==> config.mk <==
export PLATFORM = sky130hd
export DESIGN_NAME = btn_debounce_flat
export DESIGN_NICKNAME = d
export VERILOG_FILES = /design/src/rtl/btn_pkg.sv /design/src/rtl/btn_debounce_if.sv /design/src/rtl/sync_2ff.sv /design/src/rtl/btn_debounce.sv /design/src/flat_wrapper.sv
export SDC_FILE = /design/constraint.sdc
export NUM_CORES = 1
export LEC_CHECK = 0
export CAP_MARGIN = 30
export CORE_MARGIN = 5
export CORE_UTILIZATION = 58
export CTS_CLUSTER_SIZE = 20
export DETAILED_ROUTE_END_ITERATION = 8
export GPL_TIMING_DRIVEN = 1
export PLACE_DENSITY_LB_ADDON = 0.05
export SLEW_MARGIN = 10
export SYNTH_ARGS = -nofsm -noshare
export SYNTH_HDL_FRONTEND = slang
export SYNTH_SLANG_ARGS = --single-unit
export TNS_END_PERCENT = 1
==> constraint.sdc <==
create_clock -name CLK48M -period 2.15 [get_ports CLK48M]
set_clock_uncertainty 0.2 [all_clocks]
set_input_delay 0.3225 -clock CLK48M [delete_from_list [all_inputs] [get_ports CLK48M]]
set_output_delay 0.3225 -clock CLK48M [all_outputs]
set_load 0.1 [all_outputs]
==> src/rtl/btn_pkg.sv <==
// btn_pkg: shared FSM state type and ms-to-cycles helper for the button debouncer
package btn_pkg;
  typedef enum logic [1:0] {RELEASED, PRESS_WAIT, PRESSED, RELEASE_WAIT} btn_state_t;
  function automatic int cycles_from_ms(input int clk_hz, input int ms);
    return clk_hz / 1000 * ms;
  endfunction
endpackage

==> src/rtl/btn_debounce_if.sv <==
// btn_debounce_if: raw button pin in, debounced level and event pulses out
interface btn_debounce_if;
  logic BTN_IN;
  logic BTN_LEVEL;
  logic PRESS_PULSE;
  logic RELEASE_PULSE;
  logic LONG_PRESS;
  modport master (output BTN_IN, input BTN_LEVEL, PRESS_PULSE, RELEASE_PULSE, LONG_PRESS);
  modport slave (input BTN_IN, output BTN_LEVEL, PRESS_PULSE, RELEASE_PULSE, LONG_PRESS);
endinterface

==> src/rtl/sync_2ff.sv <==
// sync_2ff: two-flop synchronizer for asynchronous pins with a configurable reset level
module sync_2ff #(
  parameter logic RST_VAL = 1'b0
) (
  input  logic clk,
  input  logic rst,
  input  logic d,
  output logic q
);
  logic meta_q, sync_q;
  always_ff @(posedge clk or posedge rst) begin
    if (rst) begin
      meta_q <= RST_VAL;
      sync_q <= RST_VAL;
    end else begin
      meta_q <= d;
      sync_q <= meta_q;
    end
  end
  assign q = sync_q;
endmodule

==> src/rtl/btn_debounce.sv <==
// btn_debounce: debounced USER_BTN level with single-cycle press/release/long-press pulses
// Long-press counter and LONG_PRESS output exist only when BTN_DEBOUNCE_LONG_PRESS_EN is defined.
module btn_debounce
  import btn_pkg::*;
#(
  parameter int CLK_HZ        = 48000000,
  parameter int DEBOUNCE_MS   = 10,
  parameter int LONG_PRESS_MS = 2000,
  parameter bit ACTIVE_LOW    = 1'b1
) (
  input logic           CLK48M,
  input logic           RESET,
  btn_debounce_if.slave btn
);
  localparam int DEBOUNCE_CYC = cycles_from_ms(CLK_HZ, DEBOUNCE_MS);
  localparam int DW = $clog2(DEBOUNCE_CYC);
  if (DEBOUNCE_CYC < 2 || LONG_PRESS_MS < 0) begin : g_bad_cfg
    $error("btn_debounce: DEBOUNCE_CYC must be >= 2 and LONG_PRESS_MS non-negative");
  end
  logic btn_sync, btn_s;
  // Synchronizer resets to the released pin level so reset exit cannot fake a press
  sync_2ff #(.RST_VAL(ACTIVE_LOW)) u_sync (
    .clk(CLK48M),
    .rst(RESET),
    .d  (btn.BTN_IN),
    .q  (btn_sync)
  );
  assign btn_s = btn_sync ^ ACTIVE_LOW;
  btn_state_t    state_q, state_d;
  logic [DW-1:0] deb_cnt_q, deb_cnt_d;
  logic          level_q, level_d, press_q, press_d, release_q, release_d, deb_done;
  always_comb begin
    state_d   = state_q;
    deb_cnt_d = deb_cnt_q;
    level_d   = level_q;
    press_d   = 1'b0;
    release_d = 1'b0;
    deb_done  = deb_cnt_q == DW'(DEBOUNCE_CYC - 1);
    unique case (state_q)
      RELEASED: begin
        state_d   = btn_s ? PRESS_WAIT : RELEASED;
        deb_cnt_d = '0;
      end
      PRESS_WAIT: begin
        if (!btn_s) state_d = RELEASED;
        else if (deb_done) begin
          state_d = PRESSED;
          level_d = 1'b1;
          press_d = 1'b1;
        end else deb_cnt_d = deb_cnt_q + DW'(1);
      end
      PRESSED: begin
        state_d   = btn_s ? PRESSED : RELEASE_WAIT;
        deb_cnt_d = '0;
      end
      RELEASE_WAIT: begin
        if (btn_s) state_d = PRESSED;
        else if (deb_done) begin
          state_d   = RELEASED;
          level_d   = 1'b0;
          release_d = 1'b1;
        end else deb_cnt_d = deb_cnt_q + DW'(1);
      end
      default: state_d = RELEASED;
    endcase
  end
  always_ff @(posedge CLK48M or posedge RESET) begin
    if (RESET) begin
      state_q   <= RELEASED;
      deb_cnt_q <= '0;
      level_q   <= 1'b0;
      press_q   <= 1'b0;
      release_q <= 1'b0;
    end else begin
      state_q   <= state_d;
      deb_cnt_q <= deb_cnt_d;
      level_q   <= level_d;
      press_q   <= press_d;
      release_q <= release_d;
    end
  end
  assign btn.BTN_LEVEL     = level_q;
  assign btn.PRESS_PULSE   = press_q;
  assign btn.RELEASE_PULSE = release_q;
`ifdef BTN_DEBOUNCE_LONG_PRESS_EN
  localparam int LONG_CYC = cycles_from_ms(CLK_HZ, LONG_PRESS_MS);
  localparam int LW = $clog2(LONG_CYC);
  if (LONG_CYC < 2) begin : g_bad_long
    $error("btn_debounce: LONG_CYC must be >= 2");
  end
  logic [LW-1:0] long_cnt_q, long_cnt_d;
  logic          long_done_q, long_done_d, long_press_q, long_press_d, held, long_max;
  // Counter saturates at its terminal value; long_done blocks a repeat until the next real press
  always_comb begin
    held         = state_q inside {PRESSED, RELEASE_WAIT};
    long_max     = long_cnt_q == LW'(LONG_CYC - 1);
    long_press_d = held && long_max && !long_done_q;
    long_done_d  = press_d ? 1'b0 : long_done_q | long_press_d;
    long_cnt_d   = press_d ? '0 : (held && !long_max) ? long_cnt_q + LW'(1) : long_cnt_q;
  end
  always_ff @(posedge CLK48M or posedge RESET) begin
    if (RESET) begin
      long_cnt_q   <= '0;
      long_done_q  <= 1'b0;
      long_press_q <= 1'b0;
    end else begin
      long_cnt_q   <= long_cnt_d;
      long_done_q  <= long_done_d;
      long_press_q <= long_press_d;
    end
  end
  assign btn.LONG_PRESS = long_press_q;
`else
  assign btn.LONG_PRESS = 1'b0;
`endif
endmodule
==> src/flat_wrapper.sv <==
// flat-port wrapper written by rule: the top's interface ports become plain ports
module btn_debounce_flat import btn_pkg::*;
#(
  parameter int CLK_HZ        = 48000000,
  parameter int DEBOUNCE_MS   = 10,
  parameter int LONG_PRESS_MS = 2000,
  parameter bit ACTIVE_LOW    = 1'b1
)
  (CLK48M, RESET, btn_BTN_IN, btn_BTN_LEVEL, btn_PRESS_PULSE, btn_RELEASE_PULSE, btn_LONG_PRESS);
  btn_debounce_if btn_i ();
  input logic CLK48M;
  input logic RESET;
  input wire logic [$bits(btn_i.BTN_IN)-1:0] btn_BTN_IN;
  output wire logic [$bits(btn_i.BTN_LEVEL)-1:0] btn_BTN_LEVEL;
  output wire logic [$bits(btn_i.PRESS_PULSE)-1:0] btn_PRESS_PULSE;
  output wire logic [$bits(btn_i.RELEASE_PULSE)-1:0] btn_RELEASE_PULSE;
  output wire logic [$bits(btn_i.LONG_PRESS)-1:0] btn_LONG_PRESS;
  assign btn_i.BTN_IN = btn_BTN_IN;
  assign btn_BTN_LEVEL = btn_i.BTN_LEVEL;
  assign btn_PRESS_PULSE = btn_i.PRESS_PULSE;
  assign btn_RELEASE_PULSE = btn_i.RELEASE_PULSE;
  assign btn_LONG_PRESS = btn_i.LONG_PRESS;
  btn_debounce #(.CLK_HZ(CLK_HZ), .DEBOUNCE_MS(DEBOUNCE_MS), .LONG_PRESS_MS(LONG_PRESS_MS), .ACTIVE_LOW(ACTIVE_LOW)) u_core (.CLK48M(CLK48M), .RESET(RESET), .btn(btn_i));
endmodule
== Word-level counts from Yosys, hierarchy flattened ==
Index checks and enable logic that the tools add are counted.

* Add/subtract/negate cells: 1
* Shift operators: 0
* Reduce and logical (&&, ||, !) cells: 6
* Equal/unequal tests: 10
* Mux-type cells: 21
* Divide/modulo/power cells: 0
* Magnitude comparators: 0
* Bitwise logic cells: 0
* Multipliers: 0

{| class="wikitable"
|+ Operators with widths
! cell !! count
|-
| $mux 19 || 3
|-
| $pmux 19 s3 || 1
|-
| $add 19x1->19 const B || 1
|-
| $eq 19x19->1 const B || 1
|-
| $mux 1 || 11
|-
| $mux 2 || 4
|-
| $pmux 2 s4 || 1
|-
| $ne 3x2->1 const B || 2
|-
| $reduce_and 5->1 || 1
|-
| $eq 2x2->1 const B || 2
|-
| $ne 2x1->1 const B || 2
|-
| $ne 2x2->1 const B || 2
|-
| $reduce_and 2->1 || 2
|-
| $eq 2x1->1 const B || 1
|-
| $logic_not 2->1 || 1
|-
| $pmux 1 s2 || 1
|-
| $reduce_bool 2->1 || 1
|-
| $reduce_or 2->1 || 1
|}

* Word-level logic and storage cells: 45
* Bits in read-only memories: 0
* Input bits: 3
* Latch bits: 0
* Bits in registers: 26
* Memories: 0
* RAM bits: 0

== Longest topological paths before layout ==
Gate-level depths: netlist (run 1).

* Depth in word-level cells: 4
* Mapped depth: 6

== Hierarchy ==
Synthesis (run 1) repeated with hierarchy kept, for this count alone.

* Cell total of the unflattened synthesis: 125
* Area, all modules: 1345.0 um^2

{| class="wikitable"
|+ By module, submodules not included
! module !! cells an instance !! times used !! seq. area each (um^2) !! area an instance (um^2)
|-
| btn_debounce || 122 || 1 || 600.6 || 1288.7
|-
| sync_2ff || 3 || 1 || 52.6 || 56.3
|}

== Worst setup path after synthesis (run 1) ==
Ideal clock, no wire load.

* Kind: register to register
* Start: register u_core.deb_cnt_q[0]
* End: register u_core.deb_cnt_q[16]
* Required time: 1.872 ns
* Data arrival time: 1.536 ns
* Setup slack: 0.336 ns
* Library setup time: 0.078 ns
* Cell stages (with the launch flop): 6
* Path buffers: 0
* Cells stage by stage: dfrtp_1 ha_1 and3_1 nand2_4 or4_1 a21oi_1

* Longest elaborated chain between the ends: 4

{| class="wikitable"
|+ RTL lines
! element !! RTL line !! RTL
|-
| start, declared || btn_debounce.sv:30 || <nowiki>logic [DW-1:0] deb_cnt_q, deb_cnt_d;</nowiki>
|-
| start signal, assigned || btn_debounce.sv:76 || <nowiki>deb_cnt_q <= deb_cnt_d;</nowiki>
|-
| $add 19x1->19 or $eq 19x19->1 (tied branches) || btn_debounce.sv:50, btn_debounce.sv:62, btn_debounce.sv:38 ||
|-
| $mux 19 (*) || btn_debounce.sv:46, btn_debounce.sv:58 ||
|-
| $mux 19 (on tied branches) || btn_debounce.sv:57, btn_debounce.sv:45 ||
|-
| $pmux 19 s3 (*) || btn_debounce.sv:39 || <nowiki>unique case (state_q)</nowiki>
|}

Every way passes the cells marked *; elsewhere a longest branch is shown, timed or not. The select of a mux whose other input is x is not followed.
A chain may end at the register's enable or synchronous reset.

== Final worst setup path (run 1) ==
Ends and elaborated chain as after synthesis.

==> results.md, run 1 <==
* Part of the Yosys area used for sequential elements at around 46%
* Vertical die dimension at 59.7 microns
* Number of core rows at 18
* Adder and majority gate portion of the synthesized area at less than 1%
* Aggregate global-route resource usage at about 17%
* Hold_ws at approximately 0.15 ns
* DR pass1 iterations at 4
* Critical path type: flop to flop
* Gate count of the mapped netlist at about 140
* Warning count from the yosys run at 0
* Final setup violation count at 0
* Die Span X at slightly below 60 microns
* Mapped Avg Cell Area at 10.1 sq um
* Hold buffer count at CTS at 0
* Data required time at the worst endpoint at 2.19 ns
* Mux contribution to synthesized area at approximately 4.2%
* Post-detailed-placement half-perimeter wirelength at between 1500 and 2000 microns
* Clock-pin transition on the worst setup and hold timing paths at ~0.13 ns
* Data arrival time of the critical path at 2.07 ns
* Simple-gate area share of the yosys netlist at between 20% and 30%
* TritonCTS clock tree: yes
* Level count of the clock H-tree at 1
* Run status: finished clean
* Number of top-level pins at 7
* Final non-filler cell total at about 180
* Max-cap viol count at 0
* Leading cell types in the layout, fill and taps excluded: sky130_fd_sc_hd__dfrtp_1 (24), sky130_fd_sc_hd__a21oi_1 (16), sky130_fd_sc_hd__nand3_1 (10)
* Min setup slack post-route at 0.124 ns
* Worst reg2reg setup slack at between 0.1 and 0.15 ns
* Reg-to-Reg End: u_core.deb_cnt_q[16]
* EDFF count, synth at 0
* Routed length per placed instance at 15.3 microns
* Share of the core filled with cells at roughly 63%
* Clock tree root driver cell: sky130_fd_sc_hd__clkbuf_4
* Compound-cell area share of the yosys netlist at between 10% and 20%
* Floorplan core area at approximately 2400 sq um
* Maximum clock frequency at between 0.4 and 0.5 GHz
* I/O Buffers at 5
* Cells on worst reg2reg path at 5
* Register bit count reported by yosys at 26
* Violation count after the first detailed-routing iteration at 38
* Post-Syn Area at ~1400 sq um
* Final RePlAce weighted congestion at a little under 0.8
* Pin count of the biggest net entering global routing at 27
* # Post-CTS Setup Buffers at 0
* Most common cell after layout, fill and taps aside: sky130_fd_sc_hd__dfrtp_1
* Launching instance or port of the critical path: u_core.deb_cnt_q[0]
* Accumulated negative setup slack at 0 ns
* First-pass GRT wire length at roughly 4600 microns
* Total grt overflow at 0
* Fin crit period at about 2 ns
* Number of gates resized after CTS at 0
* Element type at the critical path end: flop
* Post-layout nets at around 150
* Clk buf depth at 2
* Pleak at between 0.6 and 0.7 nW
* Period Utilization, post-route at a little over nine tenths
* DRT Wirelength at 2700 microns
* Final Hold Fails at 0
* Antenna Violating Nets Remaining at 0
* Synthesized-area fraction occupied by xor and xnor cells at between 1.5 and 2%
* Area added between synthesis and finish at 5.42%
* Antenna violations before repair at 0
* Diode count at 0
* Critical path fanouts, max at 10
* Via-to-Cell Ratio at 6.14
* Share of async-settable or async-resettable flops after synthesis at 100%
* Max IR drop VDD at between 0.4 and 0.5 mV
* Max-slew violation total from the final report at 0
* Worst r2r src: u_core.deb_cnt_q[0]
* Power density relative to cell area at 505 nW/um^2
* Worst setup slack after placement at ~0.16 ns
* Type of the worst min-delay path: input port to async pin
* Vias after detailed routing at ~1100
* Clock latency on the worst-skew pair at roughly 0.31 ns
* Instance count after placement with tap cells included at 172
* TritonCTS Buffers at 3
* Top flip-flop cell by instance count after synthesis: sky130_fd_sc_hd__dfrtp_1
* Netlist cell types at 44
* Remaining DRCs at 0
* Die area at 3560 sq um
* Num Clock Sinks at 26
* Dominant combinational cell family by area after synthesis: simple AND/OR/NAND/NOR gates
* Unrepaired setup endpoints after global routing: no
* Worst Setup Start Kind: flop
* Number of global-route vias before repair at approximately 1100
* Effective utilization at floorplan at about 59%
* Mapped Nets at about 150
* Share of cells above drive strength 1 at approximately 14%
Yosys cell counts (4+ instances only):
library cell / count / area [sq um]
sky130_fd_sc_hd__dfrtp_1: 24 / 601
sky130_fd_sc_hd__a21oi_1: 16 / 80.1
sky130_fd_sc_hd__nand3_1: 10 / 50.1
sky130_fd_sc_hd__nand2_1: 9 / 33.8
sky130_fd_sc_hd__nand2b_1: 7 / 43.8
sky130_fd_sc_hd__o21ai_0: 7 / 35.0
sky130_fd_sc_hd__mux2i_1: 6 / 60.1
sky130_fd_sc_hd__or3_1: 5 / 31.3
sky130_fd_sc_hd__inv_1: 4 / 15.0
sky130_fd_sc_hd__o31ai_1: 4 / 30.0
sky130_fd_sc_hd__or4_1: 4 / 30.0
per-layer routing:
metal | vias up | global-route usage (%) | part of all wire [%] | wire length [microns]
li1 | 541 | - | - | -
met1 | 526 | 22.5 | 47 | 1280
met2 | 12 | 28.7 | 50 | 1350
met3 | 2 | 2.16 | 2.0 | 53
met4 | 0 | 8.54 | 0.78 | 21
met5 | - | 0 | 0 | 0
critical path, stage by stage (launching register included):
cell	delay (ns)
sky130_fd_sc_hd__dfrtp_1	0.43
sky130_fd_sc_hd__ha_1	0.24
sky130_fd_sc_hd__and3_1	0.30
sky130_fd_sc_hd__nand2_4	0.13
sky130_fd_sc_hd__or4_1	0.49
sky130_fd_sc_hd__a21oi_1	0.17
how the worst max path moves through the flow:
stage                      endpoint  slack (ns)
2_1_floorplan  u_core.deb_cnt_q[16]        0.34
3_3_place_gp   u_core.deb_cnt_q[16]        0.20
3_5_place_dp   u_core.deb_cnt_q[10]        0.16
4_1_cts        u_core.deb_cnt_q[16]        0.13
5_1_grt        u_core.deb_cnt_q[10]        0.01
6_report       u_core.deb_cnt_q[16]        0.12
cells by family after synthesis:
family / after synthesis
xor gates and xnor gates: 2
adders and majority gates: 1
muxes: 6
and+or+nand+nor: 56
DFF: 26
buffers and inverters: 14
other: 1
AOI/OAI and AO/OA: 36
sequential cells by signal (all words and copies together) (netlist names), named ones only:
signal / flops
u_core.btn.BTN_LEVEL: 1
u_core.btn.PRESS_PULSE: 1
u_core.btn.RELEASE_PULSE: 1
u_core.deb_cnt_q: 19
u_core.state_q: 1
u_core.u_sync.meta_q: 1
u_core.u_sync.q: 1
power by group:
group | leakage (nW) | total [mW] | switching [mW] | internal (mW)
sequential | 0.353 | 0.503 | 0.00593 | 0.497
clock | 0.0150 | 0.206 | 0.134 | 0.0724
combinational | 0.267 | 0.0539 | 0.0377 | 0.0162
metrics by stage:
stage / instance area (sq um) / total power [mW]
2_1_floorplan: 1430 / 0.553
3_3_place_gp: 1480 / 0.564
3_5_place_dp: 1480 / 0.566
4_1_cts: 1510 / 0.774
5_1_grt: 1510 / 0.800
6_report: 1510 / 0.763
layout make-up:
| cell class | instances | area, sq um |
|---|---|---|
| clock buffer | 4 | 26.3 |
| multi-input combinational | 102 | 701 |
| timing repair buffer | 9 | 72.6 |
| fill | 206 | 901 |
| tap | 30 | 37.5 |
| sequential | 26 | 653 |
| inverter | 5 | 18.8 |
No activity file was read; power rests on OpenSTA's default activity.
==> run 2: changes to the inputs <==
REMOVE_ABC_BUFFERS = 1   (was not set)
==> run 2 against run 1 <==
Against the previous run:
- combinational power rose by 5.6%
- clock power is essentially flat
- final area is 1.2% higher
- worst hold slack improved by 0.0014 ns
- critical path type unchanged
- routed wire length is 1.2% lower
- register-to-register slack better by 0.02 ns
==> results.md, run 2 (synthesis gave the netlist of run 1 again) <==
* Worst Setup Start Kind: flop
* Post-detailed-placement half-perimeter wirelength at approximately 1900 microns
* Flip-flop count of the largest register, all copies and words added at 19
* Fin crit period at just over 2 ns
* Vias after detailed routing at around 1100
* Critical path type: flop to flop
* Remaining DRCs at 0
* Max-cap viol count at 0
* Hold buffer count at CTS at 0
* Pleak at approximately 0.64 nW
* Clk buf depth at 2
* Post-layout nets at 151
* Unrepaired setup endpoints after global routing: no
* Vertical die dimension at a little under 60 microns
* Max IR drop VDD at 0.419 mV
* Post-layout instance area at 1530 sq um
* Most common cell after layout, fill and taps aside: sky130_fd_sc_hd__dfrtp_1
* Power density relative to cell area at around 500 nW/um^2
* I/O Buffers at 5
* Type of the worst min-delay path: input port to async pin
* DR pass1 iterations at 4
* Die area at 3560 sq um
* Clock tree root driver cell: sky130_fd_sc_hd__clkbuf_4
* Worst reg2reg setup slack at ~0.14 ns
* Antenna Violating Nets Remaining at 0
* DRT Wirelength at between 2000 and 3000 microns
* Routed length per placed instance at approximately 15 microns
* Final setup violation count at 0
* First-pass GRT wire length at between 4000 and 5000 microns
* Period Utilization, post-route at 93.5%
* Number of filler cells placed in the layout at about 190
* Effective utilization at floorplan at roughly 59%
* Critical path fanouts, max at 7
* Final non-filler cell total at 176
* Num Clock Sinks at 26
* Instance count after placement with tap cells included at between 150 and 200
* Final Hold Fails at 0
* Multi-input logic area at around 710 sq um
* TritonCTS clock tree: yes
* Aggregate global-route resource usage at 16.9%
* Area added between synthesis and finish at 6.64%
* Total grt overflow at 0
* Level count of the clock H-tree at 1
* Die Span X at between 50 and 60 microns
* Final RePlAce weighted congestion at around 0.81
* Cell-by-cell listing of the critical path: ha_1 -> and3_1 -> o211ai_2 -> or4_1 -> a21oi_1
* Leading cell types in the layout, fill and taps excluded: sky130_fd_sc_hd__dfrtp_1 (24), sky130_fd_sc_hd__a21oi_1 (16), sky130_fd_sc_hd__nand3_1 (9), sky130_fd_sc_hd__nand2_1 (9)
* # Post-CTS Setup Buffers at 0
* Kind of cell adding the most delay to the critical path: simple AND/OR/NAND/NOR gates
* Violation count after the first detailed-routing iteration at 43
* Floorplan core area at 2410 sq um
* Total Power at between 700 and 800 uW
* Element type at the critical path end: flop
* Clock-pin transition on the worst setup and hold timing paths at roughly 0.14 ns
* Diode count at 0
* Run status: finished clean
* Pin count of the biggest net entering global routing at 27
* Number of top-level pins at 7
* Data required time at the worst endpoint at around 2.2 ns
* FF/Latch Area at between 600 and 700 sq um
* Placed cell area at around 1500 sq um
* Via-to-Cell Ratio at ~6.3
* Number of gates resized after CTS at 0
* Data arrival time of the critical path at around 2.1 ns
* Register name with the most flops: u_core.deb_cnt_q
* Number of global-route vias before repair at roughly 1100
* Clock latency on the worst-skew pair at just over 0.3 ns
* Max-slew violation total from the final report at 0
* Buffers and inverters on the worst path at 0
* Number of core rows at 18
* CP peak stage delay at around 0.43 ns
* TritonCTS Buffers at 3
* Crit-path slowest cell: sky130_fd_sc_hd__or4_1
* Maximum clock frequency at between 0.4 and 0.5 GHz
* Accumulated negative setup slack at 0 ns
* Antenna violations before repair at 0
* Share of cells above drive strength 1 at approximately 15%
==> run 2: per-layer routing <==
metal	share of wire (%)	wire length, microns	GRT usage [%]	up-vias
met5	0	0	0	-
met3	3.6	95	2.38	2
li1	-	-	-	544
met4	0.56	15	4.75	0
met1	46	1230	22.2	533
met2	50	1330	28.9	23
==> run 2: final timing paths <==
check | endpoint | cells after the start | start
setup / recovery | u_core.deb_cnt_q[14] | 5 | u_core.deb_cnt_q[0]
hold / removal | u_core.deb_cnt_q[9] | 3 | RESET
setup reg to reg | u_core.deb_cnt_q[14] | 5 | u_core.deb_cnt_q[0]
hold reg to reg | u_core.u_sync.q | 0 | u_core.u_sync.meta_q
max in group asynchronous | u_core.u_sync.q | 3 | RESET
min in group CLK48M | u_core.u_sync.q | 0 | u_core.u_sync.meta_q
==> run 2: tightest hold or removal path, stage by stage <==
cell and delay (ns):
sky130_fd_sc_hd__clkdlybuf4s50_1 0.39, sky130_fd_sc_hd__inv_1 0.05, sky130_fd_sc_hd__buf_4 0.31
==> run 2: final cells by class <==
cell class              instances  area share (%)
clock buffers                   4            1.72
inverters                       5            1.23
multi-input cells             102            46.2
flip-flops and latches         26            42.8
well taps                      30            2.46
repair buffers                  9            5.57
==> run 2: stage by stage <==
| stage | setup WS [ns] | hold slack [ns] | utilization (%) |
|---|---|---|---|
| 6_report | 0.139 | 0.151 | 63.3 |
| 5_1_grt | 0.0109 | 0.165 | 63.3 |
| 4_1_cts | 0.136 | 0.156 | 63.1 |
| 3_5_place_dp | 0.172 | 0.156 | 62.0 |
| 3_3_place_gp | 0.218 | 0.146 | 62.0 |
| 2_1_floorplan | 0.143 | 0.127 | - |
==> run 2: report_power, final <==
group          switching (mW)  total (mW)  leakage (nW)  internal, mW
combinational          0.0382      0.0569         0.272        0.0187
sequential            0.00586       0.503         0.353         0.497
clock                   0.133       0.205        0.0150        0.0723
